### src/rtl/icip_pkg.sv
// Shared constants and types for the VLC packing path.
//   CODE_W/LEN_W : encoder code and length widths
//   WORD_W       : packed output word width
//   ACC_W/FILL_W : bit accumulator width and its fill-count width
//   MLEN_W       : merge length width (covers pad lengths up to 31)
package icip_pkg;
  localparam int CODE_W = 26;
  localparam int LEN_W  = 5;
  localparam int WORD_W = 32;
  localparam int ACC_W  = 64;
  localparam int FILL_W = 7;
  localparam int MLEN_W = 6;

  typedef enum logic [1:0] {S_RUN, S_PAD, S_DRAIN, S_DONE} pack_state_t;
endpackage

### src/rtl/vlc_merge.sv
// Combinational bit merger for the left-justified accumulator.
//   acc/fill   : current accumulator and count of valid bits
//   code/len   : bits to append (only code[len-1:0] used, MSB first)
//   pop        : a word leaves this cycle; shift out before merging
//   acc_nxt/fill_nxt : updated accumulator and fill
module vlc_merge
  import icip_pkg::*;
(
  input  logic [ACC_W-1:0]  acc,
  input  logic [FILL_W-1:0] fill,
  input  logic [WORD_W-1:0] code,
  input  logic [MLEN_W-1:0] len,
  input  logic              pop,
  output logic [ACC_W-1:0]  acc_nxt,
  output logic [FILL_W-1:0] fill_nxt
);

  logic [ACC_W-1:0]  acc_s;
  logic [FILL_W-1:0] fill_s;
  logic [ACC_W-1:0]  bits;
  logic [FILL_W-1:0] sh;

  always_comb begin
    acc_s    = pop ? {acc[ACC_W-WORD_W-1:0], {WORD_W{1'b0}}} : acc;
    fill_s   = pop ? fill - FILL_W'(WORD_W) : fill;
    // Mask off code bits above len so stray high bits never land in the stream.
    bits     = ACC_W'(code) & ((ACC_W'(1) << len) - ACC_W'(1));
    // Place the new bits directly below the current fill; a shift of 64
    // (len==0, empty acc) yields zero, which is what we want.
    sh       = FILL_W'(ACC_W) - fill_s - FILL_W'(len);
    acc_nxt  = acc_s | (bits << sh);
    fill_nxt = fill_s + FILL_W'(len);
  end

endmodule

### src/rtl/vlc_bit_packer.sv
// Packs variable-length codes from one encoder channel into MSB-first
// 32-bit words with ready/valid handshakes, end-of-image flush and padding.
//   clk_0, rst (async, active low)
//   code_in/code_len/code_valid/code_ready : code input handshake
//   flush_req  : end-of-image pulse; pads to a word boundary and drains
//   word_out/word_valid/word_ready/word_last : packed word output
//   flush_done : pulses once after the final flushed word is taken
//   len_err    : sticky, a code longer than CODE_W was seen
//   word_count : words transferred since reset (wraps)
module vlc_bit_packer #(
  parameter int CODE_W   = icip_pkg::CODE_W,
  parameter int LEN_W    = icip_pkg::LEN_W,
  parameter int WORD_W   = icip_pkg::WORD_W,
  parameter int PAD_ONES = 1,
  parameter int CNT_W    = 16
) (
  input  logic              clk_0,
  input  logic              rst,
  input  logic [CODE_W-1:0] code_in,
  input  logic [LEN_W-1:0]  code_len,
  input  logic              code_valid,
  output logic              code_ready,
  input  logic              flush_req,
  output logic [WORD_W-1:0] word_out,
  output logic              word_valid,
  input  logic              word_ready,
  output logic              word_last,
  output logic              flush_done,
  output logic              len_err,
  output logic [CNT_W-1:0]  word_count
);
  import icip_pkg::*;

  pack_state_t       state, state_nxt;
  logic [ACC_W-1:0]  acc, acc_m;
  logic [FILL_W-1:0] fill, fill_m;
  logic [WORD_W-1:0] m_code;
  logic [MLEN_W-1:0] m_len;
  logic              accept, pop, len_bad;

  assign code_ready = (state == S_RUN) && (fill <= FILL_W'(WORD_W));
  assign word_valid = (fill >= FILL_W'(WORD_W)) && (state != S_DONE);
  assign word_out   = acc[ACC_W-1 -: WORD_W];
  // In the flush states nothing more can be appended, so exactly one word left means last.
  assign word_last  = word_valid && (state == S_PAD || state == S_DRAIN)
                      && (fill == FILL_W'(WORD_W));
  assign flush_done = (state == S_DONE);
  assign accept     = code_valid && code_ready;
  assign pop        = word_valid && word_ready;
  assign len_bad    = code_len > LEN_W'(CODE_W);

  vlc_merge u_merge (
    .acc      (acc),
    .fill     (fill),
    .code     (m_code),
    .len      (m_len),
    .pop      (pop),
    .acc_nxt  (acc_m),
    .fill_nxt (fill_m)
  );

  always_comb begin
    state_nxt = state;
    m_code    = WORD_W'(code_in);
    m_len     = '0;
    case (state)
      S_RUN: begin
        // Over-length codes are accepted but contribute nothing.
        if (accept && !len_bad) m_len = MLEN_W'(code_len);
        if (flush_req) state_nxt = S_PAD;
      end
      S_PAD: begin
        m_code = {WORD_W{1'(PAD_ONES)}};
        m_len  = (fill[4:0] == 5'd0) ? '0 : MLEN_W'(WORD_W) - MLEN_W'(fill[4:0]);
        // Empty after pad/pop: either nothing was buffered or the one
        // remaining word (flagged last) just left.
        state_nxt = (fill_m == '0) ? S_DONE : S_DRAIN;
      end
      S_DRAIN: if (pop && fill == FILL_W'(WORD_W)) state_nxt = S_DONE;
      S_DONE:  state_nxt = S_RUN;
      default: state_nxt = S_RUN;
    endcase
  end

  always_ff @(posedge clk_0 or negedge rst) begin
    if (!rst) begin
      state      <= S_RUN;
      acc        <= '0;
      fill       <= '0;
      len_err    <= 1'b0;
      word_count <= '0;
    end else begin
      state <= state_nxt;
      if (state == S_DONE) begin
        acc  <= '0;
        fill <= '0;
      end else begin
        acc  <= acc_m;
        fill <= fill_m;
      end
      if (pop) word_count <= word_count + CNT_W'(1);
      if (accept && len_bad) len_err <= 1'b1;
    end
  end

endmodule

### config.mk
export PLATFORM = sky130hd
export DESIGN_NAME = vlc_bit_packer
export DESIGN_NICKNAME = d
export VERILOG_FILES = /design/src/rtl/icip_pkg.sv /design/src/rtl/vlc_merge.sv /design/src/rtl/vlc_bit_packer.sv
export SDC_FILE = /design/constraint.sdc
export NUM_CORES = 1
export LEC_CHECK = 0
export ABC_AREA = 1
export ABC_CLOCK_PERIOD_IN_PS = 3900
export CAP_MARGIN = 20
export CORE_MARGIN = 3
export CORE_UTILIZATION = 34
export DETAILED_ROUTE_END_ITERATION = 7
export PLACE_DENSITY_LB_ADDON = 0.15
export REMOVE_ABC_BUFFERS = 1
export SLEW_MARGIN = 20
export SYNTH_ARGS = -nofsm -noshare
export SYNTH_HDL_FRONTEND = slang
export SYNTH_HIERARCHICAL = 1
export SYNTH_SLANG_ARGS = --single-unit
### constraint.sdc
create_clock -name clk_0 -period 3.9 [get_ports clk_0]
set_input_delay 0.78 -clock clk_0 [delete_from_list [all_inputs] [get_ports clk_0]]
set_output_delay 0.78 -clock clk_0 [all_outputs]
set_load 0.01 [all_outputs]
# Word-level counts from Yosys, hierarchy flattened
# Index checks and enable logic that the tools add are counted.
[word_totals]
out_inout_bits = 53
regBits = 90
[op_classes]
reduce_logical = 15
bitwise = 2
addsub = 7
n_eq_ne = 7
n_mux = 12
n_lt_le_gt_ge = 3
shift = 2
[op_table]
columns = ["operator", "n"]
rows = [
  ["two-way mux 64 bit", 2],
  ["bitwise AND 32 x 64 -> 64 bit", 1],
  ["bitwise OR 64 bit", 1],
  ["left shift 1 x 6 -> 64 bit, first input constant", 1],
  ["left shift 64 x 7 -> 64 bit", 1],
  ["subtractor 64 x 1 -> 64 bit, second input constant", 1],
  ["two-way mux 32 bit", 1],
  ["adder 16 x 1 -> 16 bit, second input constant", 1],
  ["two-way mux 7 bit", 2],
  ["case mux 6 bit (2 select lines)", 1],
  ["logical AND 1 bit", 9],
  ["case mux 2 bit (4 select lines)", 1],
  ["adder 7 x 6 -> 7 bit", 1],
  ["== test 7 x 6 -> 1 bit, second input constant", 1],
  [">= comparator 7 x 6 -> 1 bit, second input constant", 1],
  ["<= comparator 7 x 6 -> 1 bit, second input constant", 1],
  ["zero test 7 bit", 1],
  ["subtractor 7 x 6 -> 7 bit", 1],
  ["subtractor 7 x 6 -> 7 bit, second input constant", 1],
  ["subtractor 7 bit, first input constant", 1],
  ["two-way mux 6 bit", 1],
  ["subtractor 6 x 5 -> 6 bit, first input constant", 1],
  ["> comparator 5 bit, second input constant", 1],
  ["zero test 5 bit", 1],
  ["11 further kinds", 14],
]

# Longest topological paths before layout
# Gate-level depths: netlist of the first run.
[logic_depth]
depth_word = 12
depth_mapped = 34

# Hierarchy
# Netlist of the first run, hierarchy kept.
[modules_own_cells]
columns = ["module", "instances", "area_each_um2", "seq_area_each_um2", "cells_each"]
rows = [
  ["vlc_merge", 1, 5061.1, 0.0, 1038],
  ["vlc_bit_packer", 1, 4239.1, 2252.2, 491],
]

# Least setup slack after synthesis of the first run
# Ideal clock, no wire load.
[synth_timing]
path_kind = "register to register"
start = "register fill[0]"
end = "register acc[49]"
path_stages_with_launch = 25
path_slack_ns = -0.103
setup_ns = 0.072
arrival_time_ns = 3.931
period_less_slack_ns = 4.003
n_path_buf = 1
path_cell_list = "dfrtp_1 inv_1 ha_1 nand2_2 nor2_2 ha_1 nor2_1 nand2_1 a21oi_1 o21bai_1 inv_1 buf_2 ha_1 ha_1 a21oi_1 o21ai_1 xnor2_1 inv_1 nor2_4 inv_2 nor2_2 nand3_1 nand4_1 inv_1 nor2_1"
[synth_between]
elab_chain_cells = 12
elab_cells_between_ends = 23
cone_classes = "add/sub: 5; order compare: 2; shift: 2; mux: 6; bitwise: 2; reduce/logical: 6"
[synth_rtl]
columns = ["element", "line", "rtl"]
rows = [
  ["start, declared", "vlc_bit_packer.sv:36", "logic [FILL_W-1:0] fill, fill_m;"],
  ["start signal, assigned", "vlc_bit_packer.sv:99", "fill <= fill_m;"],
  ["<= comparator 7 x 6 -> 1 bit", "vlc_bit_packer.sv:41", "assign code_ready = (state == S_RUN) && (fill <= FILL_W'(WORD_W));"],
  ["logical AND 1 bit", "vlc_bit_packer.sv:41", ""],
  ["logical AND 1 bit", "vlc_bit_packer.sv:48", "assign accept = code_valid && code_ready;"],
  ["logical AND 1 bit", "vlc_bit_packer.sv:69", "if (accept && !len_bad) m_len = MLEN_W'(code_len);"],
  ["two-way mux 5 bit", "vlc_bit_packer.sv:69", ""],
  ["case mux 6 bit (2 select lines) *", "vlc_bit_packer.sv:66", "case (state)"],
  ["net m_len[3]", "vlc_bit_packer.sv:38", "logic [MLEN_W-1:0] m_len;"],
  ["left shift 1 x 6 -> 64 bit", "vlc_merge.sv:27", "bits = ACC_W'(code) & ((ACC_W'(1) << len) - ACC_W'(1));"],
  ["subtractor 64 x 1 -> 64 bit", "vlc_merge.sv:27", ""],
  ["bitwise AND 32 x 64 -> 64 bit", "vlc_merge.sv:27", ""],
  ["left shift 64 x 7 -> 64 bit *", "vlc_merge.sv:31", "acc_nxt = acc_s | (bits << sh);"],
  ["bitwise OR 64 bit *", "vlc_merge.sv:31", ""],
  ["net acc_m[49]", "vlc_bit_packer.sv:35", "logic [ACC_W-1:0] acc, acc_m;"],
  ["two-way mux 64 bit *", "vlc_bit_packer.sv:94", "if (state == S_DONE) begin"],
  ["end signal, assigned", "vlc_bit_packer.sv:98", "acc <= acc_m;"],
  ["end, declared", "vlc_bit_packer.sv:35", ""],
]
# The timed path passes the listed nets; every way through them passes the cells marked *.
# A chain may end at the register's enable or synchronous reset.

# Final worst setup path of the first run
[layout_timing]
start = "register fill[1]"
end = "register acc[57]"
# The elaborated chain is that of the path after synthesis.

==> results of run 1 <==
==> cell families (layout without fill, tap and decap cells) <==
kind of cell / after synthesis / after routing
simple gates: 967 / 967
mux: 13 / 13
compound gates: 111 / 111
fa+ha+maj: 28 / 28
xor+xnor: 21 / 21
flops: 90 / 90
buf+inv: 299 / 511
==> final cells by class <==
type	instances	area [um2]
fillers	2696	13060
multi-input cells	1140	6873
repair buffers	303	2856
flip-flops and latches	90	2252
inverters	192	730.7
well taps	335	419.2
clock buffers	9	225.2
clock inverters	7	81.33
==> synthesized netlist by cell type (5+ instances only) <==
| master | number |
|---|---|
| nand2_2 | 11 |
| buf_2 | 10 |
| mux2i_1 | 13 |
| xnor2_1 | 11 |
| nor2_2 | 14 |
| o21ai_1 | 14 |
| clkbuf_1 | 43 |
| o21ai_0 | 40 |
| inv_2 | 9 |
| buf_1 | 10 |
| xor2_1 | 9 |
| ha_1 | 26 |
| inv_1 | 180 |
| o21bai_1 | 7 |
| o22ai_1 | 15 |
| nor2_1 | 160 |
| a21oi_1 | 24 |
| nand3_2 | 5 |
| or2_2 | 27 |
| nand2_1 | 391 |
| nand3_1 | 285 |
| nor3_2 | 5 |
| buf_6 | 7 |
| dfrtp_1 | 90 |
| nand4_1 | 50 |
| buf_4 | 35 |
| nor2_4 | 5 |
==> critical path: cells and delay by family, from the launching register on <==
family | cells | cell delay (ps)
DFF | 1 | 410
buffers and inverters | 7 | 640
adders and majority gates | 3 | 610
AOI/OAI and AO/OA | 1 | 140
and+or+nand+nor | 19 | 1910
==> worst min-delay path by stage <==
stage          startpoint  endpoint  slack, ps  depth (start not counted)
5_1_grt           len_err   len_err        510                          1
6_report              rst   fill[1]        470                          1
2_1_floorplan         rst    acc[0]        480                          0
3_3_place_gp      len_err   len_err        470                          1
3_5_place_dp      len_err   len_err        470                          1
4_1_cts           len_err   len_err        490                          1
==> flip-flops by register name, indices dropped and copies added (netlist names) <==
name	flops
fill	7
acc	64
state	2
len_err	1
word_count	16
==> per-layer routing <==
layer  wire (um)  part of all wire, %  up-vias
met2       15500                   47      317
met3        1669                  5.1       45
met1       14950                   45     4930
met4         748                  2.3        0
li1            -                    -     5321
met5           0                    0        -
==> layout by cell type, fill, tap and decap left out, types with 3 or more instances in the layout <==
| cell type | n |
|---|---|
| buf_12 | 19 |
| inv_1 | 164 |
| a21oi_2 | 8 |
| xor2_1 | 8 |
| inv_4 | 4 |
| nand2_4 | 4 |
| o21ai_0 | 26 |
| nor3_1 | 3 |
| nand3_1 | 180 |
| o21bai_1 | 6 |
| o21ai_1 | 16 |
| clkdlybuf4s50_1 | 82 |
| clkbuf_16 | 11 |
| ha_4 | 6 |
| nand4_1 | 50 |
| nor2_4 | 24 |
| nand3_2 | 104 |
| dfrtp_1 | 90 |
| inv_2 | 22 |
| nor2_1 | 130 |
| mux2i_1 | 13 |
| nand2_1 | 345 |
| nor3_2 | 3 |
| nor3_4 | 3 |
| nor2_2 | 25 |
| nand2_2 | 52 |
| ha_1 | 18 |
| o22ai_1 | 14 |
| o21ai_2 | 13 |
| nand3_4 | 6 |
| or2_2 | 27 |
| buf_4 | 178 |
| a21oi_1 | 18 |
| dlymetal6s2s_1 | 5 |
| buf_6 | 13 |
| xnor2_1 | 10 |
| nand4_2 | 3 |
| buf_8 | 4 |
==> metrics by stage <==
step                      util (%)  instance area [um2]  setup slack (ps)
after global routing         50.71                13440            -171.3
after floorplan                  -                 8688             -4207
after CTS                    45.10                11950             2.440
after global placement       43.71                11580            -423.1
after detailed placement     43.71                11580            -457.2
final                        50.71                13440             33.61
==> what timing repair did <==
action,in CTS,in global routing
gates resized for setup,16,303
hold buffers,0,0
buffers inserted,2,30
cloned,0,2
endpoints found under the setup margin,56,64
pin swaps,5,101
==> results.py, run 1 <==
metrics = {
    "status": {
        "outcome": "completed",
    },
    "synth": {
        "synthAdderAreaFrac_pct": 3.928,
        "yosysSeqAreaShare_pct": 24.22,
        "synth_top_family_by_area": "simple AND/OR/NAND/NOR gates",
        "yosys-top-cells-area": "dfrtp_1, nand2_1, nand3_1",
        "yosysTopAreaCellShare_pct": 24.22,
        "avgSynthCellArea_um2": 6.083,
        "syn_area_um2": 9300,
        "synth_cell_type_count": 47,
        "synth_edf_count": 0,
        "synth_top_area_cell": "dfrtp_1",
        "synthCells": 1529,
        "synthSimpleGateAreaFrac_pct": 47.36,
        "ys.flop_type": "dfrtp_1",
        "async_flop_share_pct": 100.0,
        "synth-compound-area-share_pct": 6.713,
        "ys_warn_count": 6,
        "synth.ff_latch_count": 90,
        "synthMuxAreaShare_pct": 1.399,
        "synth_xor_area_share_pct": 2.058,
    },
    "grt": {
        "grt_use_met3_pct": 3.149,
        "top_usage_layer": "met2",
        "grt_max_degree": 79,
        "grt_pass1_wl_um": 51020,
        "overflow": 0,
        "grt_pass1_vias": 9918,
        "use_met1_pct": 29.37,
        "antenna_found_initial": 0,
        "gr-usage-all-layers_pct": 21.58,
        "grtUsageMet2_pct": 35.69,
    },
    "clock_tree": {
        "root_buffer": "clkbuf_16",
        "clock_path_buffers": 2,
        "htreeDepth": 3,
        "cts_tree": "done",
        "cts_buffers": 9,
        "worst_skew_pair.late_latency_ps": 370,
        "path_clk_slew_ps": 90,
        "cts_sinks": 90,
    },
    "floorplan": {
        "die_x_um": 171.4,
        "core_area_um2": 26500,
        "start_util_pct": 35.09,
        "die_area_um2": 29370,
        "rows": 59,
        "pin_count": 89,
        "die_y_um": 171.4,
    },
    "route": {
        "wire_per_inst_um": 15.83,
        "ant_nets": 0,
        "vias_per_cell": 5.112,
        "drc": 0,
        "drtIter0Drc": 787,
        "drt-total-wl_um": 32870,
        "num_vias": 10610,
        "drtPass1Iterations": 6,
    },
    "worst_setup_path": {
        "cp-end-kind": "register",
        "critPathKind": "register to register",
        "reg2reg_to": "acc[57]",
        "r2r_cells": 30,
        "crit_path_top_delay_cell": "dfrtp_1",
        "start_kind": "register",
        "arrival_ps": 4080,
        "worstSetupStartpoint": "fill[1]",
        "reg2reg_from": "fill[1]",
        "critical_path_required_ps": 4120,
        "crit_end": "acc[57]",
        "max_stage_delay_ps": 410,
        "rrSetupSlack_ps": 30,
        "cp_max_fo": 5,
    },
    "placement": {
        "dp_cells": 2026,
        "routabilityCongestion": 0.9731,
        "port_buffers": 88,
        "hpwl_um": 24070,
    },
    "final_layout": {
        "drive_above_1_share_pct": 31.65,
        "area_growth_pct": 44.49,
        "layout.cells.non_filler": 2076,
        "num-nets-final": 1800,
        "diodes": 0,
    },
    "sta": {
        "min_period_over_period_pct": 99.14,
        "finalSetupViolCount": 0,
        "hold_viol": 0,
        "maxClockFrequency_ghz": 0.2586,
        "worst_pin_slew_ps": 882.1,
        "finalHoldWorstSlack_ps": 471.3,
        "maxSlewViolCount": 0,
        "min_period_ps": 3866,
        "fin_skew_ps": 19.29,
        "max_slew_margin_pct": 41.19,
        "fin_setup_tns_ps": 0,
        "rsz0062_at_grt": "true",
    },
    "worst_hold_path": {
        "hold_path.class": "input port to asynchronous set/reset pin",
    },
    "flow_run": {
        "maxCapViolations": 0,
    },
}
Power of run 1 is left out: the tool's default activity adds up to more than one toggle a clock period on the data nets, which glitch-free logic cannot reach.
==> inputs of run 2 (changes only) <==
- ABC_AREA: 1 -> default
==> run 2 against run 1 <==
  * The flow now finishes with violations (negative setup slack)
  * Cell area up 15%
  * Synthesized area up 1.0%
  * Non-clock buffer count is 200 higher
  * Critical path depth decreased by 10
  * Sequential share of layout area decreased by 2.2 points
  * Largest cell class unchanged
==> results.py, run 2 <==
metrics = {
    "status": {
        "outcome": "complete, but fails checks",
        "violations": "negative setup slack",
    },
    "clock_tree": {
        "cts_sinks": 90,
        "htreeDepth": 3,
        "clock_path_buffers": 2,
        "cts_buffers": 9,
        "root_buffer": "clkbuf_16",
        "worst_skew_pair.late_latency_ps": 360,
        "cts_tree": "done",
        "path_clk_slew_ps": 70,
    },
    "final_layout": {
        "drive_above_1_share_pct": 51.10,
        "area_growth_pct": 65.13,
        "utilization_pct": 57.42,
        "mostFrequentLayoutCells": "buf_4, dfrtp_1, clkdlybuf4s50_1",
        "num-nets-final": 1564,
        "largest_reg_flops": 64,
        "layout.cells.non_filler": 1846,
        "mostFrequentLayoutCell": "buf_4",
        "largestRegisters": "acc x64, word_count x16, fill x7",
        "max_flop_register": "acc",
        "diodes": 0,
    },
    "floorplan": {
        "pin_count": 89,
        "rows": 60,
        "die_x_um": 172.3,
        "die_area_um2": 29670,
        "core_area_um2": 27030,
        "die_y_um": 172.3,
        "start_util_pct": 34.77,
    },
    "sta": {
        "maxSlewViolCount": 0,
        "min_period_over_period_pct": 116.2,
        "finalHoldWorstSlack_ps": 452.0,
        "fin_skew_ps": 5.876,
        "maxClockFrequency_ghz": 0.2206,
        "timing.final.ws_setup_ps": -633.0,
        "hold_viol": 0,
        "rsz0062_at_grt": "true",
        "finalSetupViolCount": 64,
        "max_slew_margin_pct": 36.87,
        "min_period_ps": 4533,
        "worst_pin_slew_ps": 946.9,
    },
    "synth": {
        "yosysSeqAreaShare_pct": 23.96,
        "avgSynthCellArea_um2": 8.528,
        "syn_area_um2": 9398,
        "ys_warn_count": 6,
        "synth_edf_count": 0,
        "yosys-top-cells-area": "dfrtp_1, nor2b_1, mux2i_1",
        "async_flop_share_pct": 100.0,
        "yosysMostFrequentCell": "dfrtp_1",
        "ys_top_cells_by_count": "dfrtp_1, nor2b_1, nand2_1",
        "synth_cell_type_count": 115,
        "synth.ff_latch_count": 90,
        "synthCells": 1102,
        "synth_top_area_cell": "dfrtp_1",
        "ys.flop_type": "dfrtp_1",
        "yosysTopAreaCellShare_pct": 23.96,
    },
    "worst_setup_path": {
        "critical_path_required_ps": 4120,
        "max_stage_delay_ps": 480,
        "cp_max_fo": 8,
        "cp-end-kind": "register",
        "r2r_cells": 20,
        "crit_chain": "inv_1 -> ha_2 -> or4b_4 -> a211oi_2 -> buf_4 -> and2b_2 -> a22o_4 -> ha_4 -> inv_2 -> ha_4 -> buf_12 -> clkinvlp_4 -> buf_6 -> clkbuf_16 -> nand3_1 -> o211ai_1 -> and2_4 -> a221o_2 -> a221o_1 -> nor2b_1",
        "rrSetupSlack_ps": -630,
        "crit_path_top_delay_cell": "a221o_2",
        "reg2reg_to": "acc[43]",
        "crit_top_cell": "ha_4",
        "start_kind": "register",
        "reg2reg_from": "fill[1]",
        "arrival_ps": 4750,
        "critPathKind": "register to register",
    },
    "grt": {
        "antenna_found_initial": 0,
        "gr-usage-all-layers_pct": 24.66,
        "grt_pass1_vias": 10300,
        "overflow": 0,
        "grt_max_degree": 73,
        "grt_pass1_wl_um": 57340,
    },
    "placement": {
        "routabilityCongestion": 0.9531,
        "hpwl_um": 27110,
        "port_buffers": 88,
        "dp_cells": 1723,
        "pre_cts_ws_ps": -1252,
    },
    "worst_hold_path": {
        "hold_start": "len_err",
        "whs_path_depth": 1,
        "hold_end": "len_err",
        "hold_path.class": "register to register",
    },
    "route": {
        "num_vias": 10470,
        "wire_per_inst_um": 20.71,
        "vias_per_cell": 5.672,
        "drt-total-wl_um": 38230,
        "drc": 0,
        "drtPass1Iterations": 5,
        "drtIter0Drc": 779,
        "ant_nets": 0,
    },
    "flow_run": {
        "maxCapViolations": 0,
    },
}
run 2: area by class of cell:
cell class / count / area [um2]
repair inverters: 1 / 5.005
clock buffers: 9 / 225.2
inverters: 36 / 143.9
fillers: 2390 / 11510
multi-input cells: 859 / 7923
clock inverters: 7 / 62.56
repair buffers: 503 / 4481
flip-flops and latches: 90 / 2252
well taps: 341 / 426.7
run 2: worst max-delay path: cells and delay by family, from the launching register on:
family          cells  cell delay [ps]
flops               1              380
compound gates      5             1430
buf+inv             7              890
simple gates        5             1070
fa+ha+maj           3              610
run 2: what timing repair did:
| action | in CTS | in global routing |
|---|---|---|
| pin swaps | 62 | 65 |
| resized for setup | 259 | 175 |
| buffers inserted | 64 | 49 |
| cloned | 2 | 5 |
| hold buffers | 0 | 0 |
| setup endpoints to repair | 65 | 66 |
run 2: per-stage QoR:
step                TNS (ps)  area (um2)
finish                -28910       15520
global route          -39530       15520
CTS                   -28870       14340
detailed placement    -71550       12350
global placement      -70580       12350
floorplan            -183650        8581
run 2: logic make-up (layout without fill, tap and decap cells):
logic type,count (synthesis),in the layout,synth area share (%)
fa+ha+maj,28,28,3.888
mux,59,59,6.976
xor+xnor,33,33,3.075
flops,90,90,23.96
buf+inv,153,556,10.13
compound gates,340,340,27.63
simple gates,399,399,24.34
run 2: worst max-delay path by stage:
| stage | slack, ps | endpoint | start | cells after the start |
|---|---|---|---|---|
| finish | -630 | acc[43] | fill[1] | 20 |
| global route | -780 | acc[43] | fill[1] | 20 |
| detailed placement | -1250 | acc[49] | code_len[3] | 21 |
| CTS | -590 | acc[29] | fill[1] | 21 |
| floorplan | -3220 | acc[58] | state[0] | 14 |
| global placement | -1280 | acc[47] | code_valid | 20 |
run 2: layer usage:
layer	global-route usage, %	part of all wire [%]	vias up
li1	-	-	4927
met1	34.14	45	5111
met2	40.50	47	377
met3	3.749	5.7	56
met4	6.109	2.1	0
met5	0	0	-
Power of run 2 is left out for the same reason.
==> variant 1, RTL diff (config.mk and constraints of run 1) <==
Set the parameter `CNT_W` to 18 (it was 16).
--- a/src/rtl/vlc_bit_packer.sv
+++ b/src/rtl/vlc_bit_packer.sv
@@ -12,7 +12,7 @@
   parameter int LEN_W    = icip_pkg::LEN_W,
   parameter int WORD_W   = icip_pkg::WORD_W,
   parameter int PAD_ONES = 1,
-  parameter int CNT_W    = 16
+  parameter int CNT_W    = 18
 ) (
   input  logic              clk_0,
   input  logic              rst,
Ports: changed (resized word_count); port bits go from 89 to 91. The function was not compared with the original's and may differ.
==> variant 1 against run 1 <==
  * Setup slack better by 0.034 ns
  * Sequential share of layout area is 0.27 points higher
  * Final area increased by 0.61%
  * Sequential cell count is 2 higher
  * Critical path depth down 4
  * Area after synthesis decreased by 0.16%
  * Routed wire length rose by 1.8%
Power is not shown: default switching activity piles up to over one toggle a cycle in this logic, so the estimate is an artifact.
==> variant 1: results (changes against run 1) <==
Logic synthesis
  – Synthesized area per cell: 6.07 sq um (-0.16%)
  – Post-synth cell types: 45 (-4.3%)
  – YS warnings: 6 (unchanged)
  – Number of flops mapped to enable cells by yosys: 0 (unchanged)
  – Post-synth top cells: nand2_1 (391), nand3_1 (287), inv_1 (178), nor2_1 (164), dfrtp_1 (92)
  – Area contributors post-synth: dfrtp_1 (25%), nand2_1 (16%), nand3_1 (15%)
  – Most used DFF post-synth: dfrtp_1
  – Seq/Total Area, Yosys: 24.8% (+0.58 points)

Place
  – # port buffers: 90 (+2.3%)
  – Gpl congestion: 0.952 (-2.2%)
  – Post-placement cell count: 2042 (+0.79%)
  – Placed cell area: 11600 sq um (+0.52%)
  – DP Worst Slack: -0.536 ns (-0.0791 ns)
  – HPWL after DPL: 24.8 mm (+3.0%)

Drt
  – DR iter-0 viols: 811 (+3.0%)
  – Met2 routed WL: 15.7 mm (+1.3%)
  – Met3 Wirelength: 1.60 mm (-4.1%)
  – DRT met1 WL: 15.5 mm (+3.7%)
  – Routed len/inst: 16.1 um (+1.6%)
  – Iteration count of the initial detailed-routing pass: 5 (-1)
  – Via density: 5.11 (about the same)

Worst setup path
  – Critical Path Slowest Stage Cell: dfrtp_1
  – Worst R2R End: acc[50]
  – Max FO, Critical Path: 7 (+2)
  – R2r setup slk: 0.07 ns (+0.03 ns)
  – Crit path DAT: 4.06 ns (-0.02 ns)
  – RR Startpoint: fill[1]
  – Worst stage delay on the critical path: 0.36 ns (-0.05 ns)
  – FF-to-FF path depth: 26 (-13%)

Finish
  – Top Registers: acc (64), word_count (18), fill (7)
  – Ant diodes: 0 (unchanged)
  – Fin nets: 1804 (+0.22%)
  – Post-route insts no fill: 2080 (+0.19%)
  – Fill cells: 2727 (+1.1%)
  – Layout cells sized above 1: 33.2% (+1.6 points)

Hold path
  – Min-delay worst type: primary input to asynchronous set/reset pin

Clock tree
  – Total CTS buffers: 9 (unchanged)
  – Clk Latency, worst-skew pair: 0.36 ns
  – Clk pin slew, worst setup/hold paths: 0.08 ns
  – CTS root buffer: clkbuf_16

Global route
  – Largest net degree at the start of global routing: 85 (+7.6%)
  – Met3 usage in global routing: 3.22% (+0.069 points)
  – Gr usage total: 22.0% (+0.47 points)
  – Initial antenna violation count: 0 (unchanged)
  – Number of global-route vias before repair: 9933 (+0.15%)
  – Met2 usage: 36.2% (+0.52 points)
  – Global-route met1 utilization: 30.6% (+1.2 points)
  – First-pass GRT wire length: 51.8 mm (+1.4%)

Timing
  – Hold_ws: 0.463 ns (-0.00853 ns)
  – Least-Margin Pin Slew: 0.942 ns (+0.0599 ns)
  – Clk_skew: 0.0138 ns (-0.00545 ns)

Run status
  – Status: finished, final reports clean
==> variant 1: layout make-up <==
| type | count | area, sq um | area share (%) |
|---|---|---|---|
| multi-input combinational | 1141 | 7020 | 51.9 |
| inverter | 190 | 717 | 5.30 |
| clock inverter | 7 | 76.3 | 0.565 |
| clock buffer | 9 | 225 | 1.67 |
| tap | 335 | 419 | 3.10 |
| sequential | 92 | 2300 | 17.0 |
| timing repair buffer | 306 | 2760 | 20.4 |
==> variant 1: worst max-delay path, delay by kind of cell (launching register included) <==
family / cells / cell delay [ns]
AND/OR/NAND/NOR: 15 / 1.95
AO/OA/AOI/OAI: 1 / 0.19
buffers and inverters: 8 / 0.80
adder cells (fa/ha/maj): 2 / 0.39
flip-flops: 1 / 0.36
==> variant 1: cell families (layout without fill, tap and decap cells) <==
group | count (synthesis) | after routing | synth area share, %
compound gates | 111 | 111 | 6.56
xor+xnor | 25 | 25 | 2.44
fa+ha+maj | 28 | 28 | 3.93
buf+inv | 296 | 512 | 14.0
flops | 92 | 92 | 24.8
mux | 13 | 13 | 1.40
simple gates | 964 | 964 | 46.9
==> variant 1: how the worst max path moves through the flow <==
stage / startpoint / endpoint / slack (ns) / cells past startpoint
after floorplan: code_len[1] / acc[42] / -4.21 / 17
after detailed placement: code_len[1] / acc[62] / -0.54 / 25
after CTS: code_len[1] / acc[30] / -0.02 / 26
after global placement: code_len[1] / acc[62] / -0.49 / 26
after global routing: fill[0] / acc[22] / -0.25 / 28
final: fill[1] / acc[50] / 0.07 / 26
==> variant 1: timing repair <==
action	in CTS	in global routing
resized for setup	40	306
setup buffers	6	15
setup endpoints to repair	64	64
hold buffers	0	0
gates cloned	1	0
pin swaps	15	120
==> variant 2, RTL diff (settings of run 1) <==
Made on the original files. Put one more register stage on the output `word_count`, cleared by the reset. The value now appears one clock later. The other outputs are not delayed to match.
--- a/src/rtl/vlc_bit_packer.sv
+++ b/src/rtl/vlc_bit_packer.sv
@@ -30,6 +30,8 @@
   output logic [CNT_W-1:0]  word_count
 );
   import icip_pkg::*;
+
+  logic [CNT_W-1:0] word_count_s0;
 
   pack_state_t       state, state_nxt;
   logic [ACC_W-1:0]  acc, acc_m;
@@ -88,7 +90,7 @@
       acc        <= '0;
       fill       <= '0;
       len_err    <= 1'b0;
-      word_count <= '0;
+      word_count_s0 <= '0;
     end else begin
       state <= state_nxt;
       if (state == S_DONE) begin
@@ -98,8 +100,16 @@
         acc  <= acc_m;
         fill <= fill_m;
       end
-      if (pop) word_count <= word_count + CNT_W'(1);
+      if (pop) word_count_s0 <= word_count_s0 + CNT_W'(1);
       if (accept && len_bad) len_err <= 1'b1;
+    end
+  end
+
+  always_ff @(posedge clk_0 or negedge rst) begin
+    if (!rst) begin
+      word_count <= '0;
+    end else begin
+      word_count <= word_count_s0;
     end
   end
 
Behaviour: not the same (Yosys sat finds a counterexample within 4 cycles, from zero or initial values and one cycle with rst low).
==> variant 2 against run 1 <==
  * The run now ends with setup timing left
  * Maximum frequency shrank 1.2%
  * Clock skew shrank 0.0018 ns
  * Setup slack lost 0.048 ns
  * First-iteration DRC count grew 18%
  * Non-clock buffer count grew 45
  * Routed wire length grew 6.2%
  * Final area grew 8.6%
  * Die area grew 3.2%
  * Area after synthesis grew 3.3%
  * Sequential cell count grew 16
  * Highest routed layer unchanged
Power is left out: the tool's default activity adds up to more than one toggle a clock period on the data nets, which glitch-free logic cannot reach.
==> variant 2: results (changes against run 1) <==
Worst setup path
  – Crit path DAT: 4.21 ns (+0.13 ns)
  – Worst setup endpoint: acc[60]
  – R2r setup slk: -0.01 ns (-0.05 ns)

Timing
  – Final setup viols: 3 (+3)
  – Setup WS post-layout: -0.0145 ns (-0.0481 ns)
  – Slew headroom: 39.6% (-1.6 points)

Place
  – Post-placement cell count: 2094 (+3.4%)
  – DP Worst Slack: -0.631 ns (-0.173 ns)
  – HPWL after DPL: 25.4 mm (+5.3%)
  – Gpl congestion: 0.963 (-1.0%)

Global route
  – Global-route met1 utilization: 29.3% (-0.078 points)
  – First-pass GRT wire length: 53.3 mm (+4.6%)
  – Gr usage total: 21.7% (+0.12 points)

Drt
  – Met2 routed WL: 16.5 mm (+6.6%)
  – DRT met1 WL: 15.8 mm (+5.9%)
  – Met3 Wirelength: 1.60 mm (-4.3%)
  – Iteration count of the initial detailed-routing pass: 5 (-1)
  – Routed len/inst: 16.1 um (+1.7%)

Logic synthesis
  – Compound-Gate Fraction of Synth Area: 6.42% (-0.29 points)
  – Synth Area in XOR/XNOR: 1.90% (-0.16 points)
  – Post-synth top cells: nand2_1 (390), nand3_1 (287), inv_1 (181), nor2_1 (166), dfrtp_1 (106)
  – Synthesized area per cell: 6.25 sq um (+2.7%)

Finish
  – Layout cells sized above 1: 34.9% (+3.3 points)
  – Fin nets: 1856 (+3.1%)

Run status
  – Status: finished, violations left
  – Failing checks: setup timing

Hold path
  – Min-delay worst type: register to register
[variant 2: cell count changes after synthesis, moves of 3 or more]
| cell | run 1 | this run |
|---|---|---|
| nand2_2 | 11 | 8 |
| nor2_1 | 160 | 166 |
| nor2_2 | 14 | 10 |
| nor2_4 | 5 | 2 |
| dfrtp_1 | 90 | 106 |
[variant 2: cell type report]
cell class	instances	area [sq um]	area share [%]
clock inverter	7	93.8	0.643
timing repair inverter	1	6.26	0.0429
tap	372	465	3.19
timing repair buffer	348	3300	22.6
inverter	192	734	5.03
clock buffer	9	225	1.54
multi-input combinational	1134	7110	48.7
sequential	106	2650	18.2
[variant 2: timing repair]
item                                    CTS  global route
gates cloned                              3             7
gates resized for setup                 101           314
endpoints found under the setup margin   62            65
buffers inserted                         14            36
pin swaps                                32           110
[variant 2: stage by stage]
step | setup TNS, ns | hold WS, ns
final | -0.0232 | 0.436
after global routing | -7.96 | 0.459
after CTS | 0 | 0.436
after detailed placement | -33.26 | 0.408
after global placement | -29.00 | 0.416
after floorplan | -229.20 | 0.388
